**src/rtl/ft_pkg.sv**
```systemverilog
// ft_pkg: shared types and constants for the lockstep writeback aligner.
//   ft_state_e         - aligner FSM state (SYNC: both FIFOs empty or both
//                        non-empty; LAG: exactly one FIFO holds entries)
//   ft_ptr_width()     - FIFO pointer width; one extra bit beyond the index
//                        so that full (occupancy == DEPTH) never aliases empty
//   FT_DEFAULT_DEPTH   - default per-core FIFO depth
//   FT_DEFAULT_TIMEOUT - default cycles an unmatched head may wait
package ft_pkg;

  typedef enum logic {
    SYNC = 1'b0,
    LAG  = 1'b1
  } ft_state_e;

  localparam int FT_DEFAULT_DEPTH   = 4;
  localparam int FT_DEFAULT_TIMEOUT = 8;

  function automatic int ft_ptr_width(input int depth);
    return $clog2(depth) + 1;
  endfunction

endpackage

```
**src/rtl/ft_wb_fifo.sv**
```systemverilog
// ft_wb_fifo: small synchronous FIFO holding {addr,data} writeback entries.
// Ports:
//   clk_i, rst_i - clock, asynchronous active-high reset
//   flush_i      - synchronous clear of both pointers
//   push_i       - write wdata_i; caller guarantees it is legal (not full,
//                  or popping in the same cycle)
//   pop_i        - advance the read pointer; caller guarantees non-empty
//   wdata_i      - entry to store
//   rdata_o      - current head entry (valid while empty_o is 0)
//   full_o       - occupancy equals DEPTH
//   empty_o      - occupancy is zero
//   occ_o        - occupancy, 0..DEPTH
module ft_wb_fifo
  import ft_pkg::*;
#(
  parameter int WIDTH = 37,
  parameter int DEPTH = FT_DEFAULT_DEPTH,
  localparam int PW   = ft_ptr_width(DEPTH)
) (
  input  logic             clk_i,
  input  logic             rst_i,
  input  logic             flush_i,
  input  logic             push_i,
  input  logic             pop_i,
  input  logic [WIDTH-1:0] wdata_i,
  output logic [WIDTH-1:0] rdata_o,
  output logic             full_o,
  output logic             empty_o,
  output logic [PW-1:0]    occ_o
);

  logic [PW-1:0]    r_wr_ptr;
  logic [PW-1:0]    r_rd_ptr;
  logic [WIDTH-1:0] r_mem [DEPTH];
  logic [PW-1:0]    w_occ;

  // Pointers carry one wrap bit, so the difference is the true occupancy.
  assign w_occ   = r_wr_ptr - r_rd_ptr;
  assign occ_o   = w_occ;
  assign full_o  = (w_occ == PW'(DEPTH));
  assign empty_o = (w_occ == '0);
  // The head is read straight from storage so the aligner can register it
  // in the same cycle the pop decision is made.
  assign rdata_o = r_mem[r_rd_ptr[PW-2:0]];

  always_ff @(posedge clk_i) begin
    if (push_i && !flush_i) begin
      r_mem[r_wr_ptr[PW-2:0]] <= wdata_i;
    end
  end

  always_ff @(posedge clk_i or posedge rst_i) begin
    if (rst_i) begin
      r_wr_ptr <= '0;
      r_rd_ptr <= '0;
    end else if (flush_i) begin
      r_wr_ptr <= '0;
      r_rd_ptr <= '0;
    end else begin
      if (push_i) r_wr_ptr <= r_wr_ptr + PW'(1);
      if (pop_i)  r_rd_ptr <= r_rd_ptr + PW'(1);
    end
  end

endmodule

```
**src/rtl/ft_wb_aligner.sv**
```systemverilog
// ft_wb_aligner: lockstep skew absorber. Buffers core A and core B register
// writebacks in per-core FIFOs and presents them to the comparator in pairs,
// in order, in the same cycle. An unmatched head that waits TIMEOUT cycles
// is forced out one-sided together with a timeout pulse.
// Ports:
//   clk_i, rst_i                 - clock, asynchronous active-high reset
//   enable_i                     - accept writebacks; also gates the timeout count
//   flush_i                      - synchronous clear of all buffered state
//   we/addr/data_a_i, _b_i       - per-core writeback inputs
//   we/addr/data_a_o, _b_o       - aligned (registered) comparator inputs
//   timeout_o                    - one-cycle pulse on a forced one-sided output
//   overflow_o                   - sticky: a writeback was dropped
//   occ_a_o, occ_b_o             - FIFO occupancies
module ft_wb_aligner
  import ft_pkg::*;
#(
  parameter int ADDR_WIDTH = 5,
  parameter int DATA_WIDTH = 32,
  parameter int DEPTH      = FT_DEFAULT_DEPTH,
  parameter int TIMEOUT    = FT_DEFAULT_TIMEOUT,
  localparam int PW        = ft_ptr_width(DEPTH)
) (
  input  logic                  clk_i,
  input  logic                  rst_i,
  input  logic                  enable_i,
  input  logic                  flush_i,
  input  logic                  we_a_i,
  input  logic [ADDR_WIDTH-1:0] addr_a_i,
  input  logic [DATA_WIDTH-1:0] data_a_i,
  input  logic                  we_b_i,
  input  logic [ADDR_WIDTH-1:0] addr_b_i,
  input  logic [DATA_WIDTH-1:0] data_b_i,
  output logic                  we_a_o,
  output logic                  we_b_o,
  output logic [ADDR_WIDTH-1:0] addr_a_o,
  output logic [ADDR_WIDTH-1:0] addr_b_o,
  output logic [DATA_WIDTH-1:0] data_a_o,
  output logic [DATA_WIDTH-1:0] data_b_o,
  output logic                  timeout_o,
  output logic                  overflow_o,
  output logic [PW-1:0]         occ_a_o,
  output logic [PW-1:0]         occ_b_o
);

  localparam int EW = ADDR_WIDTH + DATA_WIDTH;
  localparam int CW = $clog2(TIMEOUT) + 1;

  ft_state_e     r_state;
  ft_state_e     w_state_next;
  logic [CW-1:0] r_cnt;
  logic [CW-1:0] w_cnt_next;

  logic [EW-1:0] w_head_a, w_head_b;
  logic          w_full_a, w_full_b;
  logic          w_empty_a, w_empty_b;
  logic [PW-1:0] w_occ_a, w_occ_b;
  logic [PW-1:0] w_occ_a_next, w_occ_b_next;

  logic w_push_a, w_push_b;
  logic w_push_ok_a, w_push_ok_b;
  logic w_pop_a, w_pop_b;
  logic w_drop_a, w_drop_b;
  logic w_pair, w_fire;

  // Requested pushes; flush discards anything presented in the same cycle.
  assign w_push_a = enable_i & we_a_i & ~flush_i;
  assign w_push_b = enable_i & we_b_i & ~flush_i;

  // Pairing and timeout are decided purely from registered FIFO state,
  // which gives the fixed two-cycle latency and no input-to-output path.
  assign w_pair = ~w_empty_a & ~w_empty_b & ~flush_i;
  assign w_fire = (r_state == LAG) & enable_i & ~flush_i &
                  (r_cnt == CW'(TIMEOUT - 1));

  // In LAG exactly one FIFO is non-empty, so a fire pops only that side.
  assign w_pop_a = w_pair | (w_fire & ~w_empty_a);
  assign w_pop_b = w_pair | (w_fire & ~w_empty_b);

  // A push into a full FIFO survives only if that FIFO pops this cycle.
  assign w_push_ok_a = w_push_a & (~w_full_a | w_pop_a);
  assign w_push_ok_b = w_push_b & (~w_full_b | w_pop_b);
  assign w_drop_a    = w_push_a & ~w_push_ok_a;
  assign w_drop_b    = w_push_b & ~w_push_ok_b;

  // Post-edge occupancies let the state register track the FIFOs exactly.
  assign w_occ_a_next = flush_i ? '0 : (w_occ_a + PW'(w_push_ok_a) - PW'(w_pop_a));
  assign w_occ_b_next = flush_i ? '0 : (w_occ_b + PW'(w_push_ok_b) - PW'(w_pop_b));

  always_comb begin
    w_state_next = ((w_occ_a_next != '0) ^ (w_occ_b_next != '0)) ? LAG : SYNC;
    w_cnt_next   = '0;
    // Count only while lagging continuously; entering LAG, returning to
    // SYNC or forcing a head out all restart the window from zero.
    if (r_state == LAG && w_state_next == LAG && !w_fire) begin
      w_cnt_next = enable_i ? (r_cnt + CW'(1)) : r_cnt;
    end
  end

  ft_wb_fifo #(
    .WIDTH (EW),
    .DEPTH (DEPTH)
  ) u_fifo_a (
    .clk_i   (clk_i),
    .rst_i   (rst_i),
    .flush_i (flush_i),
    .push_i  (w_push_ok_a),
    .pop_i   (w_pop_a),
    .wdata_i ({addr_a_i, data_a_i}),
    .rdata_o (w_head_a),
    .full_o  (w_full_a),
    .empty_o (w_empty_a),
    .occ_o   (w_occ_a)
  );

  ft_wb_fifo #(
    .WIDTH (EW),
    .DEPTH (DEPTH)
  ) u_fifo_b (
    .clk_i   (clk_i),
    .rst_i   (rst_i),
    .flush_i (flush_i),
    .push_i  (w_push_ok_b),
    .pop_i   (w_pop_b),
    .wdata_i ({addr_b_i, data_b_i}),
    .rdata_o (w_head_b),
    .full_o  (w_full_b),
    .empty_o (w_empty_b),
    .occ_o   (w_occ_b)
  );

  assign occ_a_o = w_occ_a;
  assign occ_b_o = w_occ_b;

  always_ff @(posedge clk_i or posedge rst_i) begin
    if (rst_i) begin
      r_state    <= SYNC;
      r_cnt      <= '0;
      we_a_o     <= 1'b0;
      we_b_o     <= 1'b0;
      addr_a_o   <= '0;
      addr_b_o   <= '0;
      data_a_o   <= '0;
      data_b_o   <= '0;
      timeout_o  <= 1'b0;
      overflow_o <= 1'b0;
    end else if (flush_i) begin
      r_state    <= SYNC;
      r_cnt      <= '0;
      we_a_o     <= 1'b0;
      we_b_o     <= 1'b0;
      timeout_o  <= 1'b0;
      overflow_o <= 1'b0;
    end else begin
      r_state    <= w_state_next;
      r_cnt      <= w_cnt_next;
      overflow_o <= overflow_o | w_drop_a | w_drop_b;
      if (w_pair) begin
        we_a_o    <= 1'b1;
        we_b_o    <= 1'b1;
        addr_a_o  <= w_head_a[EW-1 -: ADDR_WIDTH];
        data_a_o  <= w_head_a[DATA_WIDTH-1:0];
        addr_b_o  <= w_head_b[EW-1 -: ADDR_WIDTH];
        data_b_o  <= w_head_b[DATA_WIDTH-1:0];
        timeout_o <= 1'b0;
      end else if (w_fire) begin
        // One-sided output: the silent side is zeroed so the comparator
        // sees an unambiguous divergence.
        timeout_o <= 1'b1;
        if (!w_empty_a) begin
          we_a_o   <= 1'b1;
          we_b_o   <= 1'b0;
          addr_a_o <= w_head_a[EW-1 -: ADDR_WIDTH];
          data_a_o <= w_head_a[DATA_WIDTH-1:0];
          addr_b_o <= '0;
          data_b_o <= '0;
        end else begin
          we_a_o   <= 1'b0;
          we_b_o   <= 1'b1;
          addr_b_o <= w_head_b[EW-1 -: ADDR_WIDTH];
          data_b_o <= w_head_b[DATA_WIDTH-1:0];
          addr_a_o <= '0;
          data_a_o <= '0;
        end
      end else begin
        we_a_o    <= 1'b0;
        we_b_o    <= 1'b0;
        timeout_o <= 1'b0;
      end
    end
  end

endmodule

```
**config.mk**
```make
export PLATFORM = sky130hd
export DESIGN_NAME = ft_wb_aligner
export DESIGN_NICKNAME = d
export VERILOG_FILES = /design/src/rtl/ft_pkg.sv /design/src/rtl/ft_wb_fifo.sv /design/src/rtl/ft_wb_aligner.sv
export SDC_FILE = /design/constraint.sdc
export NUM_CORES = 1
export LEC_CHECK = 0
export CORE_MARGIN = 4
export CORE_UTILIZATION = 59
export DETAILED_ROUTE_END_ITERATION = 10
export PLACE_DENSITY = 0.83
export SYNTH_ARGS = -nofsm -noshare
export SYNTH_HDL_FRONTEND = slang
export SYNTH_SLANG_ARGS = --single-unit
export TNS_END_PERCENT = 100
```
**constraint.sdc**
```tcl
create_clock -name clk_i -period 5.8 [get_ports clk_i]
set_input_delay 1.16 -clock clk_i [delete_from_list [all_inputs] [get_ports clk_i]]
set_output_delay 1.16 -clock clk_i [all_outputs]
set_load 0.01 [all_outputs]
```
# After elaboration in Yosys (flattened, before gate mapping)
# Memories as Yosys holds them, arrays and structs flattened.
# Index checks and enable logic that the tools add are counted.
# Widths: inputs -> output; s select.
[totals]
register_bits = 95
ramBits = 296
inputBits = 80
output_inout_bits = 84
wordCells = 119
mem_count = 2
[op_classes]
addsub = 11
n_eq_ne = 4
n_mux = 43
n_bitwise = 29
n_reduce_logical = 16
[mem_list]
columns = ["memory", "words", "width", "rd", "rd_clocked_by_memory_dff", "write_ports", "line_no", "source"]
rows = [
  ["u_fifo_a.r_mem", 4, 37, 1, 0, 1, "ft_wb_fifo.sv:34", "logic [WIDTH-1:0] r_mem [DEPTH];"],
  ["u_fifo_b.r_mem", 4, 37, 1, 0, 1, "ft_wb_fifo.sv:34", ""],
]
[op_table]
columns = ["operator", "count"]
rows = [
  ["$mux 32", 6],
  ["$mux 3", 10],
  ["$mux 5", 6],
  ["$mux 1", 18],
  ["$and 1x1->1", 15],
  ["$add 3x1->3 const B", 4],
  ["$mux 4", 3],
  ["$reduce_bool 2->1", 5],
  ["$not 1->1", 7],
  ["$add 3x1->3", 2],
  ["$eq 3x3->1 const B", 2],
  ["$logic_not 3->1", 2],
  ["$or 1x1->1", 6],
  ["$reduce_bool 3->1", 2],
  ["$sub 3x1->3", 2],
  ["$sub 3x3->3", 2],
  ["$add 4x1->4 const B", 1],
  ["$eq 4x3->1 const B", 1],
  ["$logic_and 1x1->1", 4],
  ["$ne 3x3->1 const B", 1],
  ["$logic_not 1->1", 2],
  ["$reduce_and 2->1", 1],
  ["$xor 1x1->1", 1],
]

# Longest topological paths before layout
[logic_depth]
word_depth = 18
mapped_depth = 18
ltp_nobuf = 18

# By module
# From an unflattened synthesis, not the netlist that was laid out.
[hier_totals]
hier_cells = 695
area_unflattened_um2 = 14921.8
[modules_own_cells]
columns = ["mod", "instances", "cells_per_inst", "area_per_inst_um2"]
rows = [
  ["ft_wb_fifo", 2, 234, 5783.0],
  ["ft_wb_aligner", 1, 227, 3355.7],
]

# Least setup slack after synthesis
# OpenSTA, ideal clock, no wires.
[synth_timing]
kind = "input -> register"
from = "in enable_i"
to = "mem u_fifo_b.r_mem[3][0] (enable)"
setup_ns = 0.447
t_arrival_ns = 3.715
required_time_ns = 5.353
setup_slack_ns = 1.638
cell_stages = 5
n_path_buf = 2
path_cell_list = "clkbuf_1 and3b_1 clkbuf_1 nand2_1 a21oi_1"
[synth_between]
elab_chain_cells = 10
[synth_lines]
columns = ["item", "line_no", "source"]
rows = [
  ["start, declared", "ft_wb_aligner.sv:25", "input logic enable_i,"],
  ["$and 1x1->1 (3 in a row)", "ft_wb_aligner.sv:72", "assign w_fire = (r_state == LAG) & enable_i & ~flush_i &"],
  ["$and 1x1->1", "ft_wb_aligner.sv:77", "assign w_pop_b = w_pair | (w_fire & ~w_empty_b);"],
  ["$or 1x1->1", "ft_wb_aligner.sv:77", ""],
  ["$or 1x1->1", "ft_wb_aligner.sv:81", "assign w_push_ok_b = w_push_b & (~w_full_b | w_pop_b);"],
  ["$and 1x1->1 *", "ft_wb_aligner.sv:81", ""],
  ["$logic_and 1x1->1 *", "ft_wb_fifo.sv:47", "if (push_i && !flush_i) begin"],
  ["$mux 1 *", "ft_wb_fifo.sv:47", ""],
  ["$mux 1 (not written as such) *", "ft_wb_fifo.sv:48", "r_mem[r_wr_ptr[PW-2:0]] <= wdata_i;"],
  ["end, declared", "ft_wb_fifo.sv:34", ""],
]
# Every way passes the cells marked *; elsewhere a longest branch is shown, timed or not.

# Final worst setup path
[layout_timing]
from = "reg u_fifo_a.r_rd_ptr[1]"
to = "reg r_cnt[2]"
[layout_between]
elab_chain_cells = 18
[layout_lines]
columns = ["item", "line_no", "source"]
rows = [
  ["start, declared", "ft_wb_fifo.sv:33", "logic [PW-1:0] r_rd_ptr;"],
  ["start signal, assigned", "ft_wb_fifo.sv:61", "if (pop_i) r_rd_ptr <= r_rd_ptr + PW'(1);"],
  ["$sub 3x3->3 *", "ft_wb_fifo.sv:38", "assign w_occ = r_wr_ptr - r_rd_ptr;"],
  ["$logic_not 3->1", "ft_wb_fifo.sv:41", "assign empty_o = (w_occ == '0);"],
  ["$not 1->1", "ft_wb_aligner.sv:71, ft_wb_aligner.sv:76", ""],
  ["$and 1x1->1 (2 in a row)", "ft_wb_aligner.sv:71", "assign w_pair = ~w_empty_a & ~w_empty_b & ~flush_i;"],
  ["$or 1x1->1, on equally long branches", "ft_wb_aligner.sv:76, ft_wb_aligner.sv:77", ""],
  ["$or 1x1->1, on equally long branches", "ft_wb_aligner.sv:80, ft_wb_aligner.sv:81", ""],
  ["$and 1x1->1, on equally long branches", "ft_wb_aligner.sv:80, ft_wb_aligner.sv:81", ""],
  ["$add 3x1->3, on equally long branches", "ft_wb_aligner.sv:86, ft_wb_aligner.sv:87", ""],
  ["$sub 3x1->3, on equally long branches", "ft_wb_aligner.sv:86, ft_wb_aligner.sv:87", ""],
  ["$mux 3, on equally long branches", "ft_wb_aligner.sv:86, ft_wb_aligner.sv:87", ""],
  ["$reduce_bool 3->1", "ft_wb_aligner.sv:90", "w_state_next = ((w_occ_a_next != '0) ^ (w_occ_b_next != '0)) ? LAG : SYNC;"],
  ["$xor 1x1->1 *", "ft_wb_aligner.sv:90", ""],
  ["$mux 1 *", "ft_wb_aligner.sv:90", ""],
  ["$logic_and 1x1->1 * (2 in a row)", "ft_wb_aligner.sv:94", "if (r_state == LAG && w_state_next == LAG && !w_fire) begin"],
  ["$mux 4", "ft_wb_aligner.sv:94", ""],
  ["$mux 4", "ft_wb_aligner.sv:146", "end else if (flush_i) begin"],
  ["end signal, assigned", "ft_wb_aligner.sv:155", "r_cnt <= w_cnt_next;"],
  ["end, declared", "ft_wb_aligner.sv:50", "logic [CW-1:0] r_cnt;"],
]
# Marks and branches as above.
# A chain may end at the register's enable or synchronous reset.

==> impl_metrics.csv <==
group,metric,value,unit
status,outcome,"finished, final reports clean",
cts,cts-root-buf,"clkbuf_16",
sta,fin_crit_sh,0.786,
sta,worst_slack,1.24,ns
yosys,syn_nets,802,
final_layout,ff_latch_area,0.0113,mm²
yosys,syn_inst,702,
placement,port_buffers,163,
cts,htree_num_levels,2,
final_layout,fillers,1353,
job,maxCapViolCount,0,
die,io_pins,164,
routing,drtIter0Drc,559,
final_layout,syn2layout_area_growth,21.7,%
yosys,yosys.area_share.simple,0.0185,
critical_path,start_kind,"flop",
yosys,synth_warnings,0,
placement,dp_slack,0.821,ns
cts,cts_setup_buffers,0,
placement,dp_hpwl,17300,µm
routing,finalWirelength,29700,µm
final_layout,final_design_area_no_fill,0.0180,mm²
critical_path,worstPathArrival,4.95,ns
routing,avgViaCountPerCell,5.96,
yosys,synth_cell_type_count,47,
critical_path,critical_path_required,6.20,ns
yosys,netlist.area_leader.share,0.602,
global_route,antenna_found_initial,3,
yosys,synth-edff-count,296,
sta,maxSlewHeadroom,0.295,
cts,cts_buffers,39,
power,p_clk_frac,0.309,
power,switching_share,0.268,
yosys,synth_flop_cell,"edfxtp_1",
global_route,grt_pass1_wl,46800,µm
final_layout,drive_gt1_frac,0.180,
die,rows,57,
sta,fmax,219,MHz
critical_path,crit_fanout,40,
cts,clockBufferDepth,3,
global_route,grt_remaining_overflow,0,
yosys,synthAdderAreaFrac,0.0190,
critical_path,criticalPathCategory,"reg2reg",
global_route,grt_usage,0.216,
die,core,0.0245,mm²
global_route,first_global_vias,8139,
yosys,synthMuxAreaShare,0.117,
routing,wl_per_cell,24.0,µm
power,power_frac_comb,0.248,
routing,drtAntennaViolNets,0,
yosys,synth-xor-area-share,0.0113,
placement,place.gp.congestion,0.813,
placement,place_area,0.0167,mm²
worst_hold_path,min_path_type,"reg2reg",
power,internal-power,5.89,mW
worst_hold_path,min_path_cells,1,
cts,clkLatencyLatePin,0.52,ns
sta,layout_min_cycle_time,4.56,ns
yosys,ys_top_cells_by_area,"edfxtp_1, dfrtp_1, mux4_2",
sta,skew,0.0269,ns
cts,ctsResizeCount,0,
sta,setup_tns,0,ns
cts,hold_buffers,0,
yosys,yosysTopAreaCell,"edfxtp_1",
routing,firstDrtPassIters,7,
die,floorplan.initialDensity,0.604,
cts,cts_tree,"built",
power,vdd_ir_drop_max,0.316,mV
power,power.leakage,6.28,nW
sta,slew_viol_final,0,
final_layout,multi_input_area,0.00326,mm²
final_layout,final_core_utilization,0.735,
sta,fin_hold_ws,0.503,ns
routing,vias,7372,
yosys,syn_area,0.0148,mm²
yosys,ys_ff_latch,391,
sta,worst_pin_slew,1.06,ns
die,fp.dieW,166,µm
die,dieArea,0.0276,mm²
routing,drcViolationCount,0,
final_layout,num-nets-final,978,
sta,setup_viol,0,
die,die_y,166,µm
power,seq_power_share,0.443,
critical_path,r2r_cells,16,
cts,path_clk_slew,0.06,ns
yosys,avgSynthCellArea,21.0,µm²
power,p_switching,2.16,mW
sta,rsz0062_at_grt,"no",
yosys,ys_seq_area_frac,0.762,
yosys,async_reset_ff_frac,0.243,
global_route,grt_start_max_net_pins,49,
power,power_density,447,mW/mm²
critical_path,cp-end-kind,"flop",
yosys,synth_compound_area_frac,0.0526,
sta,hold_viol,0,
yosys,synth_top_family_by_area,"multiplexers",
cts,clock_sinks,391,
[layer usage]
metal  wire (µm)  vias up  track usage
met3        1390       53       0.0333
met1       11400     3903        0.276
met4         786        0       0.0733
li1            -     3205            -
met5           0        -            0
met2       16100      211        0.384
[power groups by stage]
| stage | Sequential, mW | Combinational [mW] | Clock (mW) |
|---|---|---|---|
| finish | 3.57 | 2.00 | 2.48 |
| global route | 3.60 | 2.15 | 2.66 |
| CTS | 3.57 | 2.03 | 2.52 |
| detailed placement | 3.62 | 2.00 | 0 |
| global placement | 3.60 | 1.93 | 0 |
| floorplan | 3.65 | 1.08 | 0 |
[sequential cells by signal (all words and copies together), names as in the netlist, 4 cells and up]
register,flops
addr_b_o,5
u_fifo_a.r_mem,148
r_cnt,4
data_b_o,32
addr_a_o,5
data_a_o,32
u_fifo_b.r_mem,148
[cell type report]
| class | count | area share |
|---|---|---|
| Sequential cell | 391 | 0.627 |
| Tap cell | 324 | 0.0225 |
| Multi-Input combinational cell | 259 | 0.181 |
| Clock inverter | 26 | 0.0138 |
| Clock buffer | 46 | 0.0575 |
| Timing Repair Buffer | 172 | 0.0945 |
| Inverter | 15 | 0.00327 |
| Antenna cell | 3 | 0.000417 |
[critical path: stages, from the launching register on]
cell	delay (ns)
dfrtp_2	1.02
fa_1	0.34
xnor3_1	0.31
or3_1	0.39
nor3_1	0.24
nor2_1	0.15
inv_1	0.09
ha_1	0.23
inv_1	0.07
ha_1	0.13
inv_1	0.05
fa_1	0.41
xnor2_1	0.20
xnor2_1	0.09
nor3b_1	0.24
xnor2_1	0.19
nor4_1	0.29
[cell usage after synthesis, drive strengths merged, types with 3 or more instances]
cell,count
clkbuf,14
fa,4
nand2b,3
and3,4
ha,16
buf,23
mux2i,4
edfxtp,296
mux4,74
a21oi,6
nor4,4
nand2,8
inv,15
and2,6
o21ai,3
xnor2,9
a22o,74
xor2,5
nor2,15
dfrtp,95
[through the flow]
stage	instances	power (mW)
3_3_place_gp	1161	5.53
6_report	1236	8.05
3_5_place_dp	1161	5.61
5_1_grt	1236	8.41
2_1_floorplan	702	4.73
4_1_cts	1233	8.12
[cells by family (layout without fill, tap and decap cells)]
family	Yosys count	count (layout)
AO/OA/AOI/OAI	92	92
buffers and inverters	52	259
adder cells (fa/ha/maj)	20	20
XOR/XNOR	16	16
AND/OR/NAND/NOR	51	51
flip-flops	391	391
other	0	3
multiplexers	80	80
[layout by cell type (no fill, tap or decap), types with 3 or more instances in the layout]
cell type and n:
clkdlybuf4s50_1 163, nand2b_1 3, nor2_1 13, ha_1 16
clkinvlp_4 3, clkbuf_1 5, inv_1 14, bufinv_16 4
mux4_2 74, nand2_1 8, dfrtp_1 91, clkbuf_16 40
fa_1 4, xor2_1 5, clkinv_1 6, dfrtp_2 4
buf_4 9, nor4_1 4, a22o_1 74, and2_2 4
diode_2 3, mux2i_1 4, and3_2 3, clkinv_2 10
a21oi_1 3, edfxtp_1 296, xnor2_1 9
[final timing paths]
path	start	slack (ns)	end
setup / recovery	u_fifo_a.r_rd_ptr[1]	1.24	r_cnt[2]
hold / removal	data_b_o[24]	0.50	data_b_o[24]
setup reg to reg	u_fifo_a.r_rd_ptr[1]	1.24	r_cnt[2]
hold reg to reg	data_b_o[24]	0.50	data_b_o[24]
max in group asynchronous	rst_i	3.53	u_fifo_a.r_rd_ptr[1]
min in group asynchronous	rst_i	1.10	data_b_o[0]
Power figures use the tool's default switching activity.
